## src/rtl/video_pkg.sv

```systemverilog
// Shared video constants for the capture and HDMI sides.
// Holds mode geometry, line-buffer FSM states and RAM address width.
package video_pkg;

  localparam int LINE_WIDTH_480   = 720;
  localparam int FRAME_HEIGHT_480P = 480;
  localparam int FRAME_HEIGHT_480I = 240;
  localparam int LINE_WIDTH_VGA   = 640;
  localparam int FRAME_HEIGHT_VGA = 480;

  localparam int SLOT_BITS_DEF = 2;
  localparam int RAM_AW = 10 + SLOT_BITS_DEF;

  typedef enum logic {
    WAIT_FRAME = 1'b0,
    ACTIVE     = 1'b1
  } state_t;

endpackage

```

## src/rtl/line_buffer_writer.sv

```systemverilog
// Writes captured pixels into a ring of line slots in the line-buffer RAM.
// Signals line completion and when enough lines are buffered to start output.
module line_buffer_writer
  import video_pkg::*;
#(
  parameter int LINE_WIDTH   = LINE_WIDTH_480,
  parameter int FRAME_HEIGHT = FRAME_HEIGHT_480P,
  parameter int SLOT_BITS    = SLOT_BITS_DEF,
  parameter int FILL_LINES   = 2
) (
  input  logic                   clock,
  input  logic                   reset,
  input  logic [11:0]            counterX,
  input  logic [11:0]            counterY,
  input  logic [7:0]             red,
  input  logic [7:0]             green,
  input  logic [7:0]             blue,
  input  logic                   resync,
  output logic                   wren,
  output logic [10+SLOT_BITS-1:0] wraddress,
  output logic [23:0]            wrdata,
  output logic                   line_done,
  output logic [SLOT_BITS-1:0]   line_slot,
  output logic                   starttrigger
);

  localparam logic [11:0] LW   = 12'(LINE_WIDTH);
  localparam logic [11:0] LAST = 12'(LINE_WIDTH - 1);
  localparam logic [11:0] FH   = 12'(FRAME_HEIGHT);
  localparam logic [11:0] FILL = 12'(FILL_LINES);

  state_t      state;
  logic [11:0] prev_x;
  logic [11:0] line_cnt;
  logic [11:0] cnt_next;
  logic        last_q;
  logic        px_new;
  logic        visible;
  logic        frame_start;
  logic        do_write;

  assign px_new      = counterX != prev_x;
  assign visible     = (counterX < LW) && (counterY < FH);
  assign frame_start = px_new && counterX == 12'd0 && counterY == 12'd0;
  assign cnt_next    = (line_cnt >= FH) ? FH : line_cnt + 12'd1;

  // The qualifying frame start writes its own (0,0) pixel.
  always_comb begin
    do_write = 1'b0;
    unique case (state)
      WAIT_FRAME: do_write = frame_start && !resync;
      ACTIVE:     do_write = px_new && visible && !resync;
      default:    do_write = 1'b0;
    endcase
  end

  always_ff @(posedge clock) begin
    if (reset) begin
      state        <= WAIT_FRAME;
      prev_x       <= 12'hFFF;
      line_cnt     <= 12'd0;
      last_q       <= 1'b0;
      wren         <= 1'b0;
      wraddress    <= '0;
      wrdata       <= 24'd0;
      line_done    <= 1'b0;
      line_slot    <= '0;
      starttrigger <= 1'b0;
    end else begin
      prev_x    <= counterX;
      wren      <= 1'b0;
      line_done <= 1'b0;
      last_q    <= 1'b0;
      if (resync) begin
        state        <= WAIT_FRAME;
        starttrigger <= 1'b0;
      end else begin
        if (frame_start) begin
          state    <= ACTIVE;
          line_cnt <= 12'd0;
        end
        if (do_write) begin
          wren      <= 1'b1;
          wraddress <= {counterY[SLOT_BITS-1:0], counterX[9:0]};
          wrdata    <= {red, green, blue};
          last_q    <= counterX == LAST;
        end
        // Slot of the finished line is still held in wraddress.
        if (last_q) begin
          line_done <= 1'b1;
          line_slot <= wraddress[10+SLOT_BITS-1:10];
          if (!frame_start)
            line_cnt <= cnt_next;
          if (cnt_next >= FILL)
            starttrigger <= 1'b1;
        end
      end
    end
  end

endmodule

```

## config.mk

```make
export PLATFORM = sky130hd
export DESIGN_NAME = line_buffer_writer
export DESIGN_NICKNAME = d
export VERILOG_FILES = /design/src/rtl/video_pkg.sv /design/src/rtl/line_buffer_writer.sv
export SDC_FILE = /design/constraint.sdc
export NUM_CORES = 1
export LEC_CHECK = 0
export ABC_AREA = 1
export BUFFER_PORTS_ARGS = -buffer_cell sky130_fd_sc_hd__buf_2
export CAP_MARGIN = 20
export CORE_ASPECT_RATIO = 1.2
export CORE_UTILIZATION = 40
export CTS_BUF_LIST = sky130_fd_sc_hd__clkbuf_8
export DETAILED_ROUTE_END_ITERATION = 7
export GPL_TIMING_DRIVEN = 0
export SETUP_SLACK_MARGIN = 0.5
export SYNTH_ARGS = -nofsm -noshare
export SYNTH_HDL_FRONTEND = slang
export SYNTH_SLANG_ARGS = --single-unit
```

## constraint.sdc

```tcl
create_clock -name clock -period 1.7 [get_ports clock]
set_input_delay 0.34 -clock clock [delete_from_list [all_inputs] [get_ports clock]]
set_output_delay 0.34 -clock clock [all_outputs]
set_load 0.05 [all_outputs]
```

=== After elaboration in Yosys (flattened, before gate mapping) ===
Cells that the tools add are included.

* Logic and storage cells: 41
* Register bits after elaboration: 67
* Output and inout port bits: 41
* Input port bits: 51

* Multiplexer cells: 7
* Equality and inequality tests: 2
* Bitwise logic cells: 3
* Reductions and logical operators: 14
* $lt $le $gt $ge: 4
* Add/subtract/negate cells: 1

{| class="wikitable"
|+ Operators with widths
! cell !! number
|-
| two-way mux 12 bit || 4
|-
| zero test 12 bit || 2
|-
| adder 12 x 1 -> 12 bit, second input constant || 1
|-
| equality test 12 x 10 -> 1 bit, second input constant || 1
|-
| >= comparator 12 x 2 -> 1 bit, second input constant || 1
|-
| >= comparator 12 x 9 -> 1 bit, second input constant || 1
|-
| < comparator 12 x 10 -> 1 bit, second input constant || 1
|-
| < comparator 12 x 9 -> 1 bit, second input constant || 1
|-
| != test 12 bit || 1
|-
| logical AND 1 bit || 6
|-
| AND reduction 2 bit || 3
|-
| NOT 1 bit || 3
|-
| OR reduction 3 bit || 1
|-
| two-way mux 1 bit || 2
|-
| case mux 1 bit (2 select lines) || 1
|-
| OR reduction 2 bit || 1
|-
| zero test 1 bit || 1
|}

=== Depth between registers and ports, before layout ===
Gate-level depths: netlist (run 1).

* Word-level depth: 7
* Depth in mapped cells: 13
* Mapped depth without buffers: 12

=== Worst setup path before layout (run 1) ===
OpenSTA, ideal clock, no wires.

* Kind: in2reg
* Start: input port counterX[4]
* End: register wraddress[0]
* Cell stages on the path: 11
* Slack: 0.198 ns
* Required time: 1.587 ns
* Setup time: 0.113 ns
* Arrival: 1.390 ns
* Cells stage by stage: nor2_2 -> nand2_1 -> nor2_1 -> nand2_1 -> nor2_2 -> nand3_2 -> nand2_4 -> nand2_4 -> buf_2 -> nor2_1 -> nor2_1

* Longest elaborated chain between the ends: 6
* Elaborated cells between the ends (all ways): 11

{| class="wikitable"
|+ Ends and longest elaborated chain
! item !! line !! text
|-
| start, declared || line_buffer_writer.sv:13 || <nowiki>input logic [11:0] counterX,</nowiki>
|-
| < comparator 12 x 10 -> 1 bit (tied with other cells) || line_buffer_writer.sv:43 || <nowiki>assign visible = (counterX < LW) && (counterY < FH);</nowiki>
|-
| logical AND 1 bit, on equally long branches || line_buffer_writer.sv:43, line_buffer_writer.sv:44 ||
|-
| logical AND 1 bit, on equally long branches || line_buffer_writer.sv:52, line_buffer_writer.sv:44 ||
|-
| logical AND 1 bit, on equally long branches || line_buffer_writer.sv:52, line_buffer_writer.sv:51 ||
|-
| case mux 1 bit (2 select lines) (*) || line_buffer_writer.sv:50 || <nowiki>unique case (state)</nowiki>
|-
| AND reduction 2 bit (no line) (*) || -- ||
|-
| end signal, assigned || line_buffer_writer.sv:84 || <nowiki>wraddress <= {counterY[SLOT_BITS-1:0], counterX[9:0]};</nowiki>
|-
| end, declared || line_buffer_writer.sv:20 || <nowiki>output logic [10+SLOT_BITS-1:0] wraddress,</nowiki>
|}

Mark *: on every way between the ends. The rest lies on a longest branch, timed or not.
A chain may end at the register's enable or synchronous reset.

=== Final worst setup path (run 1) ===
* Start: register prev_x[5]
* End: register wrdata[18]

* Longest elaborated chain between the ends: 6
* Elaborated cells between the ends (all ways): 8

{| class="wikitable"
|+ Ends and longest elaborated chain
! item !! line !! text
|-
| start, declared || line_buffer_writer.sv:33 || <nowiki>logic [11:0] prev_x;</nowiki>
|-
| start signal, assigned || line_buffer_writer.sv:70 || <nowiki>prev_x <= counterX;</nowiki>
|-
| != test 12 bit (*) || line_buffer_writer.sv:42 || <nowiki>assign px_new = counterX != prev_x;</nowiki>
|-
| logical AND 1 bit (2 in series) || line_buffer_writer.sv:44 || <nowiki>assign frame_start = px_new && counterX == 12'd0 && counterY == 12'd0;</nowiki>
|-
| logical AND 1 bit || line_buffer_writer.sv:51 || <nowiki>WAIT_FRAME: do_write = frame_start && !resync;</nowiki>
|-
| case mux 1 bit (2 select lines) (*) || line_buffer_writer.sv:50 ||
|-
| AND reduction 2 bit (no line) (*) || -- ||
|-
| end signal, assigned || line_buffer_writer.sv:85 || <nowiki>wrdata <= {red, green, blue};</nowiki>
|-
| end, declared || line_buffer_writer.sv:21 || <nowiki>output logic [23:0] wrdata,</nowiki>
|}

Marked as above.

==> results_dict.tcl, run 1 <==
set metrics [dict create \
    synth.yosys.warnings 0 \
    fin_area_mm2 0.00479 \
    netlist-cell-type-count 27 \
    die_area_mm2 0.00814 \
    commonest_cells_after_routing_fill_and_taps_aside "sky130_fd_sc_hd__nand2_1 (135), sky130_fd_sc_hd__nor2_1 (83), sky130_fd_sc_hd__inv_1 (62)" \
    hold_class "in -> reg" \
    placed_area_mm2 0.00380 \
    timing_worst_slew_pin_value_ns 0.519 \
    vias 3219 \
    cts_max_path_buffers 2 \
    synthesis.area_mm2 0.00311 \
    core_region_area_mm2 0.00740 \
    drt.antenna.violating_nets 0 \
    arrival_ns 1.85 \
    met1_usage_pct 24.5 \
    diodes 0 \
    gp_congestion 0.815 \
    gr-usage-all-layers_pct 21.0 \
    detailed_place_hpwl_mm 5.51 \
    placedCellCount 658 \
    grt_use_met2_pct 36.6 \
    cts_made_buffers 9 \
    die-width_um 82.5 \
    max_clock_freq_mhz 639 \
    grt_first_pass_wirelength_mm 13.1 \
    finalSetupViolCount 0 \
    final-instance-count-excl-fill 699 \
    sink_count_of_the_clock_tree 67 \
    grt_setup_unrepaired "yes" \
    grt-busiest-layer "met2" \
    first_global_vias 3052 \
    cap_violations 0 \
    skew_ns 0.00982 \
    power_density_mw_per_mm2 669 \
    placement_rows 34 \
    io_buffer_count 91 \
    post_synth.cell_area_avg_um2 6.53 \
    worst_slew_margin_rel_pct 65.4 \
    seq_area_mm2 0.00140 \
    initial_antenna_violation_count 0 \
    postSynth.asyncResetShare_pct 0 \
    avgRoutedWirePerCell_um 11.8 \
    regToRegSetupSlack_ns 0.14 \
    worst_setup_path_end_kind "register" \
    worst_skew_late_latency_ns 0.35 \
    ir_worst_vdd_mv 0.468 \
    final_layout_size_suffix_gt1_share_pct 40.1 \
    num-fill-cells 701 \
    main_synth_ff_type "sky130_fd_sc_hd__dfxtp_1" \
    route.detailed.drc 0 \
    synth.net_count 530 \
    clkTransAtPathRegs_ns 0.08 \
    flow.area_growth_from_synthesis_pct 53.9 \
    nNetsFinal 657 \
    postSynthCellCount 477 \
    synth_enable_flop_cells 0 \
    path_max_fanout 8 \
    h_tree_depth 3 \
    run_status "finished clean" \
    report.final.hold_viol_count 0 \
    clock_tree_from_tritoncts "done" \
    cp-start-kind "register" \
    mostFrequentLayoutCell "sky130_fd_sc_hd__nand2_1" \
    grt-ovfl-total 0 \
    global_route.usage.met3_pct 3.89 \
    critPathKind "reg -> reg" \
    cp_data_required_time_ns 1.98 \
    finalMaxSlewViolations 0 \
    dieHeight_um 98.6 \
    vias_per_cell 4.61 \
    routed_wirelength_mm 8.22 \
    start_util_pct 42.1 \
    drtPass1Iterations 4 \
    drt-initial-drc-count 71 \
    final_min_period_over_clock_period_pct 92.0 \
    finalWorstPathRequiredPeriod_ns 1.56 \
    clock_tree.root_cell "sky130_fd_sc_hd__clkbuf_8" \
    maximum_number_of_pins_on_one_net_before_global_route_repair 13 \
    synth-seq-area-share_pct 43.1 \
    multi_input_area_mm2 0.00160 \
    p_leak_uw 0.00238 \
    design.portCount 92 \
    yosys_register_bits 67 \
]
worst max-delay path, stage by stage (launching register included):
cell,delay (ns)
sky130_fd_sc_hd__dfxtp_2,0.33
sky130_fd_sc_hd__inv_2,0.04
sky130_fd_sc_hd__nand2_2,0.05
sky130_fd_sc_hd__nand2_2,0.07
sky130_fd_sc_hd__nand2_2,0.05
sky130_fd_sc_hd__nor2_2,0.13
sky130_fd_sc_hd__nand3_2,0.14
sky130_fd_sc_hd__nand3_4,0.10
sky130_fd_sc_hd__nand2_4,0.08
sky130_fd_sc_hd__nand2_8,0.12
sky130_fd_sc_hd__buf_4,0.15
sky130_fd_sc_hd__clkbuf_16,0.13
sky130_fd_sc_hd__nor2_1,0.03
sky130_fd_sc_hd__nor2_1,0.10
stage by stage:
step           total power (µW)  util (%)  setup WS, ns  TNS, ns  hold slack, ns
3_3_place_gp               1830      51.3        -0.190    -6.37           0.446
5_1_grt                    3340      64.7        0.0254        0           0.212
6_report                   3210      64.7         0.136        0           0.210
4_1_cts                    3230      61.2         0.121        0           0.202
2_1_floorplan              1720         -         0.234        0           0.420
3_5_place_dp               1840      51.3        -0.206    -6.70           0.451
final cells by class:
class / count / area share [%]
Tap cell: 90 / 2.35
Multi-Input combinational cell: 327 / 33.3
Clock inverter: 5 / 1.23
Clock buffer: 11 / 3.16
Inverter: 67 / 6.11
Timing Repair Buffer: 116 / 21.9
Buffer: 16 / 2.64
Sequential cell: 67 / 29.3
cell usage after synthesis, types with 2 or more instances:
cell / number / share of area [%]
sky130_fd_sc_hd__inv_2: 3 / 0.36
sky130_fd_sc_hd__nor2_1: 93 / 11
sky130_fd_sc_hd__o21ai_0: 9 / 1.4
sky130_fd_sc_hd__nand2_4: 2 / 0.72
sky130_fd_sc_hd__buf_6: 3 / 1.1
sky130_fd_sc_hd__nand3b_1: 5 / 1.2
sky130_fd_sc_hd__nand4_1: 3 / 0.60
sky130_fd_sc_hd__clkbuf_1: 3 / 0.36
sky130_fd_sc_hd__nor2_2: 2 / 0.40
sky130_fd_sc_hd__or2_2: 3 / 0.60
sky130_fd_sc_hd__inv_1: 64 / 7.7
sky130_fd_sc_hd__nand2_1: 155 / 19
sky130_fd_sc_hd__xnor2_1: 5 / 1.4
sky130_fd_sc_hd__nor3_1: 4 / 0.64
sky130_fd_sc_hd__buf_2: 9 / 1.4
sky130_fd_sc_hd__dfxtp_1: 67 / 43
sky130_fd_sc_hd__a21oi_1: 21 / 3.4
sky130_fd_sc_hd__xor2_1: 3 / 0.84
sky130_fd_sc_hd__ha_1: 2 / 0.80
sky130_fd_sc_hd__nand3_1: 14 / 2.3
report_power, final:
part	internal (µW)	switching, µW
combinational	94.6	130
clock	764	631
sequential	1580	7.00
cells by family (layout without fill, tap and decap cells):
family / after synthesis / count (layout) / synth area share [%]
AND/OR/NAND/NOR: 285 / 285 / 37.3
adder cells (fa/ha/maj): 2 / 2 / 0.804
flip-flops: 67 / 67 / 43.1
AO/OA/AOI/OAI: 32 / 32 / 5.35
buffers and inverters: 83 / 215 / 11.2
XOR/XNOR: 8 / 8 / 2.25
sequential cells by signal, indices dropped and copies added, names as in the netlist:
| register | cells |
|---|---|
| wraddress | 12 |
| starttrigger | 1 |
| line_done | 1 |
| last_q | 1 |
| line_cnt | 12 |
| line_slot | 2 |
| wren | 1 |
| wrdata | 24 |
| prev_x | 12 |
| state | 1 |
layer usage:
layer	wire (µm)	share of wire, %
met5	0	0
met4	147	1.8
met3	294	3.6
met2	4200	51
met1	3580	44
worst paths after layout:
check,startpoint,to,depth (start not counted)
max reg2reg,prev_x[5],wrdata[18],13
min,green[3],wrdata[11],3
min reg2reg,line_cnt[11],line_cnt[11],2
max,prev_x[5],wrdata[18],13
timing repair:
item | CTS | global route
hold buffers | 0 | 0
pin swaps | 9 | 18
setup endpoints to repair | 90 | 90
cloned | 3 | 1
gates resized for setup | 135 | 60
buffers inserted | 12 | 9
No activity file was read; power rests on OpenSTA's default activity.
==> run 2, diff against run 1 <==
- RECOVER_POWER: default -> 100
==> run 2 against run 1 <==
  * Clock-buffer cell count is the same
  * First-iteration DRC count down 8.5%
  * Sequential power hardly changed
  * Non-clock buffer count did not move
  * Clock power barely moved
  * Flip-flop and latch count is the same
  * Critical path type unchanged
==> results_dict.tcl, run 2 (synthesized netlist as in run 1, its figures left out) <==
set metrics [dict create \
    report.final.hold_viol_count 0 \
    cts.hold.buffers_added 0 \
    first_global_vias 3052 \
    die-width_um 82.5 \
    cp_data_required_time_ns 1.96 \
    clock_tree_from_tritoncts "done" \
    commonest_cells_after_routing_fill_and_taps_aside "sky130_fd_sc_hd__nand2_1 (137), sky130_fd_sc_hd__nor2_1 (84), sky130_fd_sc_hd__inv_1 (62)" \
    drt.antenna.violating_nets 0 \
    seq_area_mm2 0.00140 \
    design.portCount 92 \
    gp_congestion 0.815 \
    p_leak_uw 0.00219 \
    vias_per_cell 4.60 \
    mostFrequentLayoutCell "sky130_fd_sc_hd__nand2_1" \
    cts_max_path_buffers 2 \
    die_area_mm2 0.00814 \
    clkTransAtPathRegs_ns 0.08 \
    worst_skew_late_latency_ns 0.35 \
    diodes 0 \
    worst_slew_margin_rel_pct 57.5 \
    registers.top_by_ff_count "wrdata" \
    slowest_delay_ns 0.32 \
    nNetsFinal 657 \
    critPathKind "reg -> reg" \
    share_of_the_core_filled_with_cells_pct 59.4 \
    final_layout_size_suffix_gt1_share_pct 31.4 \
    cap_violations 0 \
    path_max_fanout 4 \
    start_util_pct 42.1 \
    finalSetupViolCount 0 \
    sink_count_of_the_clock_tree 67 \
    routed_wirelength_mm 8.23 \
    drt-initial-drc-count 65 \
    num-fill-cells 768 \
    max_clock_freq_mhz 638 \
    worst_path_max_delay_cell "sky130_fd_sc_hd__dfxtp_1" \
    vias 3213 \
    finalWorstPathRequiredPeriod_ns 1.57 \
    skew_ns 0.0100 \
    arrival_ns 1.83 \
    h_tree_depth 3 \
    cp_cell_sequence "inv_2 -> nand2_2 -> nand2_2 -> nand2_2 -> nor2_2 -> nand3_2 -> clkbuf_1 -> a21oi_4 -> clkbuf_1 -> nand3_1 -> a21oi_1" \
    clock_tree.root_cell "sky130_fd_sc_hd__clkbuf_8" \
    placement_rows 34 \
    final_min_period_over_clock_period_pct 92.2 \
    avgRoutedWirePerCell_um 11.8 \
    grt_first_pass_wirelength_mm 13.1 \
    detailed_place_hpwl_mm 5.51 \
    power_density_mw_per_mm2 728 \
    grt_setup_unrepaired "yes" \
    maximum_number_of_pins_on_one_net_before_global_route_repair 13 \
    finalPower_uw 3200 \
    cp-start-kind "register" \
    core_region_area_mm2 0.00740 \
    largest_reg_flops 24 \
    timing_worst_slew_pin_value_ns 0.641 \
    route.detailed.drc 0 \
    gr-usage-all-layers_pct 21.0 \
    run_status "finished clean" \
    finalMaxSlewViolations 0 \
    cts_made_buffers 9 \
    io_buffer_count 91 \
    worst_path_most_repeated_cell "sky130_fd_sc_hd__nand2_2" \
    grt-ovfl-total 0 \
    hold_class "in -> reg" \
    worst_setup_path_end_kind "register" \
    multi_input_area_mm2 0.00159 \
    initial_antenna_violation_count 0 \
    ir_worst_vdd_mv 0.469 \
    drtPass1Iterations 4 \
    dieHeight_um 98.6 \
    flow.area_growth_from_synthesis_pct 41.3 \
]
[run 2: routing by layer]
layer / vias to the layer above / global-route usage (%) / part of all wire, %
met1: 1460 / 24.5 / 44
met4: 0 / 8.75 / 1.8
met3: 12 / 3.89 / 3.5
met2: 58 / 36.6 / 51
li1: 1683 / - / -
met5: - / 0 / 0
[run 2: final timing paths]
path,from,end,slack [ns],cells past startpoint
max,prev_x[5],line_cnt[0],0.13,11
min,red[1],wrdata[17],0.21,3
max reg2reg,prev_x[5],line_cnt[0],0.13,11
min reg2reg,line_slot[0],line_slot[0],0.46,2
[run 2: repair_timing]
action,in CTS,in global routing
pin swaps,9,18
resized for setup,135,60
gates cloned,3,1
endpoints found under the setup margin,90,90
setup buffers,12,9
[run 2: power by group]
group,switching (µW),total [µW],internal (µW)
sequential,6.98,1590,1580
combinational,129,220,91.2
clock,631,1390,764
total,767,3200,2430
[run 2: cell type report]
type | instances | area share (%)
buffer | 16 | 2.67
clock buffer | 11 | 3.44
clock inverter | 5 | 1.34
inverter | 67 | 6.66
multi-input combinational | 327 | 36.0
sequential | 67 | 31.8
tap | 90 | 2.56
timing repair buffer | 116 | 15.5
[run 2: critical path: cells and delay by family (launching register included)]
kind	cells	cell delay, ns
buffers and inverters	3	0.36
AND/OR/NAND/NOR	6	0.52
AO/OA/AOI/OAI	2	0.29
flip-flops	1	0.32
[run 2: metrics by stage]
stage,area [µm²],cells,setup slack [ns],hold WS (ns),TNS (ns)
2_1_floorplan,3230,477,0.234,0.420,0
3_3_place_gp,3800,658,-0.190,0.446,-6.37
3_5_place_dp,3800,658,-0.206,0.451,-6.70
4_1_cts,4530,689,0.121,0.202,0
5_1_grt,4400,699,0.0234,0.212,0
6_report,4400,699,0.132,0.207,0
==> run 3, diff against run 2 <==
- CORE_MARGIN: default -> 2
==> run 3 against run 2 <==
  * Non-clock buffer count fell by 4
  * Die area is 4.5% higher
  * Routed wire length is 2.0% higher
  * Clock skew grew 0.0027 ns
  * Flip-flop and latch count unchanged
  * Clock-buffer cell count fell by 2
  * Core utilization increased by 5.7 points
  * Power rose by 2.5%
  * Critical path depth rose by 1
  * Sequential power hardly changed
  * Hold slack better by 0.0014 ns
  * Critical path type unchanged
  * Worst setup slack worse by 0.025 ns
==> results_dict.tcl, run 3 (synthesized netlist as in run 1, its figures left out) <==
set metrics [dict create \
    cp-start-kind "register" \
    power_density_mw_per_mm2 662 \
    timing_worst_slew_pin_value_ns 0.639 \
    hold_slack_final_ns 0.208 \
    comb_power_share_pct 7.2 \
    detailed_place_hpwl_mm 5.57 \
    grt-ovfl-total 0 \
    p_clk_share_pct 44.5 \
    share_seq_of_total_power_pct 48.3 \
    vias_per_cell 4.60 \
    start_util_pct 40.9 \
    run_status "finished clean" \
    finalWorstPathRequiredPeriod_ns 1.59 \
    path_max_fanout 10 \
    sink_count_of_the_clock_tree 67 \
    io_buffer_count 91 \
    intPower_uw 2500 \
    p_leak_uw 0.00244 \
    route.detailed.drc 0 \
    maximum_number_of_pins_on_one_net_before_global_route_repair 13 \
    cts_made_buffers 9 \
    die-width_um 84.5 \
    vias 3205 \
    power.share.switching_pct 23.8 \
    design.portCount 92 \
    final_layout_size_suffix_gt1_share_pct 44.6 \
    finalMaxSlewViolations 0 \
    cts_max_path_buffers 2 \
    worst_slew_margin_rel_pct 57.4 \
    h_tree_depth 3 \
    commonest_cells_after_routing_fill_and_taps_aside "sky130_fd_sc_hd__nand2_1 (117), sky130_fd_sc_hd__nor2_1 (83), sky130_fd_sc_hd__inv_1 (63)" \
    hold_class "in -> reg" \
    max_clock_freq_mhz 628 \
    clock_tree_from_tritoncts "done" \
    registers.top_by_ff_count "wrdata" \
    arrival_ns 1.84 \
    grt_setup_unrepaired "yes" \
    placement_rows 35 \
    nNetsFinal 653 \
    mostFrequentLayoutCell "sky130_fd_sc_hd__nand2_1" \
    grt_first_pass_wirelength_mm 13.3 \
    final_min_period_over_clock_period_pct 93.7 \
    gp_congestion 0.822 \
    dieHeight_um 101 \
    seq_area_mm2 0.00141 \
    setup-tns-final_ns 0 \
    multi_input_area_mm2 0.00174 \
    diodes 0 \
    drt-initial-drc-count 61 \
    netSwitchingPower_uw 782 \
    cap_violations 0 \
    first_global_vias 3036 \
    drtPass1Iterations 4 \
    critPathKind "reg -> reg" \
    clkTransAtPathRegs_ns 0.08 \
    ir_worst_vdd_mv 0.432 \
    flow.area_growth_from_synthesis_pct 59.3 \
    cp_data_required_time_ns 1.94 \
    die_area_mm2 0.00851 \
    initial_antenna_violation_count 0 \
    finalSetupViolCount 0 \
    core_region_area_mm2 0.00762 \
    share_of_the_core_filled_with_cells_pct 65.1 \
    clock_tree.root_cell "sky130_fd_sc_hd__clkbuf_8" \
    routed_wirelength_mm 8.39 \
    report.final.hold_viol_count 0 \
    worst_skew_late_latency_ns 0.35 \
    gr-usage-all-layers_pct 19.1 \
    largest_reg_flops 24 \
    avgRoutedWirePerCell_um 12.0 \
    num-fill-cells 677 \
    worst_setup_path_end_kind "register" \
    skew_ns 0.0128 \
    drt.antenna.violating_nets 0 \
]
run 3: cell types whose count changed in the layout (fill, tap and decap cells not counted), sizes merged:
cell          previous run  this run
buf                     82       122
bufinv                   1         2
clkbuf                  59        15
clkinv                   2         3
dlymetal6s2s             2         0
run 3: routing by layer:
layer  up-vias  part of all wire, %  routed length, µm  global-route usage (%)
li1       1677                    -                  -                       -
met1      1455                   43               3620                    23.9
met2        55                   51               4320                    32.5
met3        18                  3.6                305                    3.36
met4         0                  1.8                152                    8.06
met5         -                    0                  0                       0
run 3: area by class of cell:
type	count	share of cell area [%]
Multi-Input combinational cell	327	35.1
Sequential cell	67	28.4
Timing Repair Buffer	112	21.3
Inverter	67	5.90
Buffer	16	2.65
Clock buffer	9	2.50
Tap cell	92	2.32
Clock inverter	7	1.87
run 3: critical path, stage by stage (launching register included):
cell	delay (ns)
sky130_fd_sc_hd__dfxtp_2	0.33
sky130_fd_sc_hd__xnor2_2	0.12
sky130_fd_sc_hd__nand2_1	0.08
sky130_fd_sc_hd__nor2_2	0.16
sky130_fd_sc_hd__nand3_4	0.12
sky130_fd_sc_hd__nand3_4	0.11
sky130_fd_sc_hd__nand2_4	0.07
sky130_fd_sc_hd__nand2_4	0.09
sky130_fd_sc_hd__buf_12	0.13
sky130_fd_sc_hd__buf_8	0.12
sky130_fd_sc_hd__nand2_1	0.06
sky130_fd_sc_hd__nand2_1	0.06
sky130_fd_sc_hd__nor2_1	0.05
run 3: path summary, 6_finish.rpt:
path                                   start            to  slack [ns]  cells past startpoint
worst max-delay path               prev_x[4]     wrdata[6]        0.11                     12
worst min-delay path                  red[6]    wrdata[22]        0.21                      3
worst max register to register     prev_x[4]     wrdata[6]        0.11                     12
worst min register to register  line_cnt[11]  line_cnt[11]        0.47                      2
run 3: timing repair:
| item | 4_1_cts | 5_1_grt |
|---|---|---|
| buffers inserted | 11 | 8 |
| gates cloned | 1 | 1 |
| hold buffers | 0 | 0 |
| pin swaps | 9 | 22 |
| gates resized for setup | 133 | 107 |
| setup endpoints to repair | 91 | 81 |
run 3: per-stage QoR:
| step | std cells | power, µW | area (µm²) | worst slack [ns] |
|---|---|---|---|---|
| floorplan | 477 | 1720 | 3230 | 0.234 |
| global placement | 660 | 1830 | 3800 | -0.186 |
| detailed placement | 660 | 1830 | 3800 | -0.204 |
| CTS | 688 | 3300 | 4530 | 0.129 |
| global route | 697 | 3410 | 4960 | -0.0278 |
| finish | 697 | 3280 | 4960 | 0.106 |
run 3: power by group through the flow:
stage,Clock [µW],Sequential (µW),Combinational [µW]
detailed placement,0,1620,211
finish,1460,1590,235
global route,1560,1590,263
floorplan,0,1620,101
CTS,1490,1590,220
global placement,0,1620,208
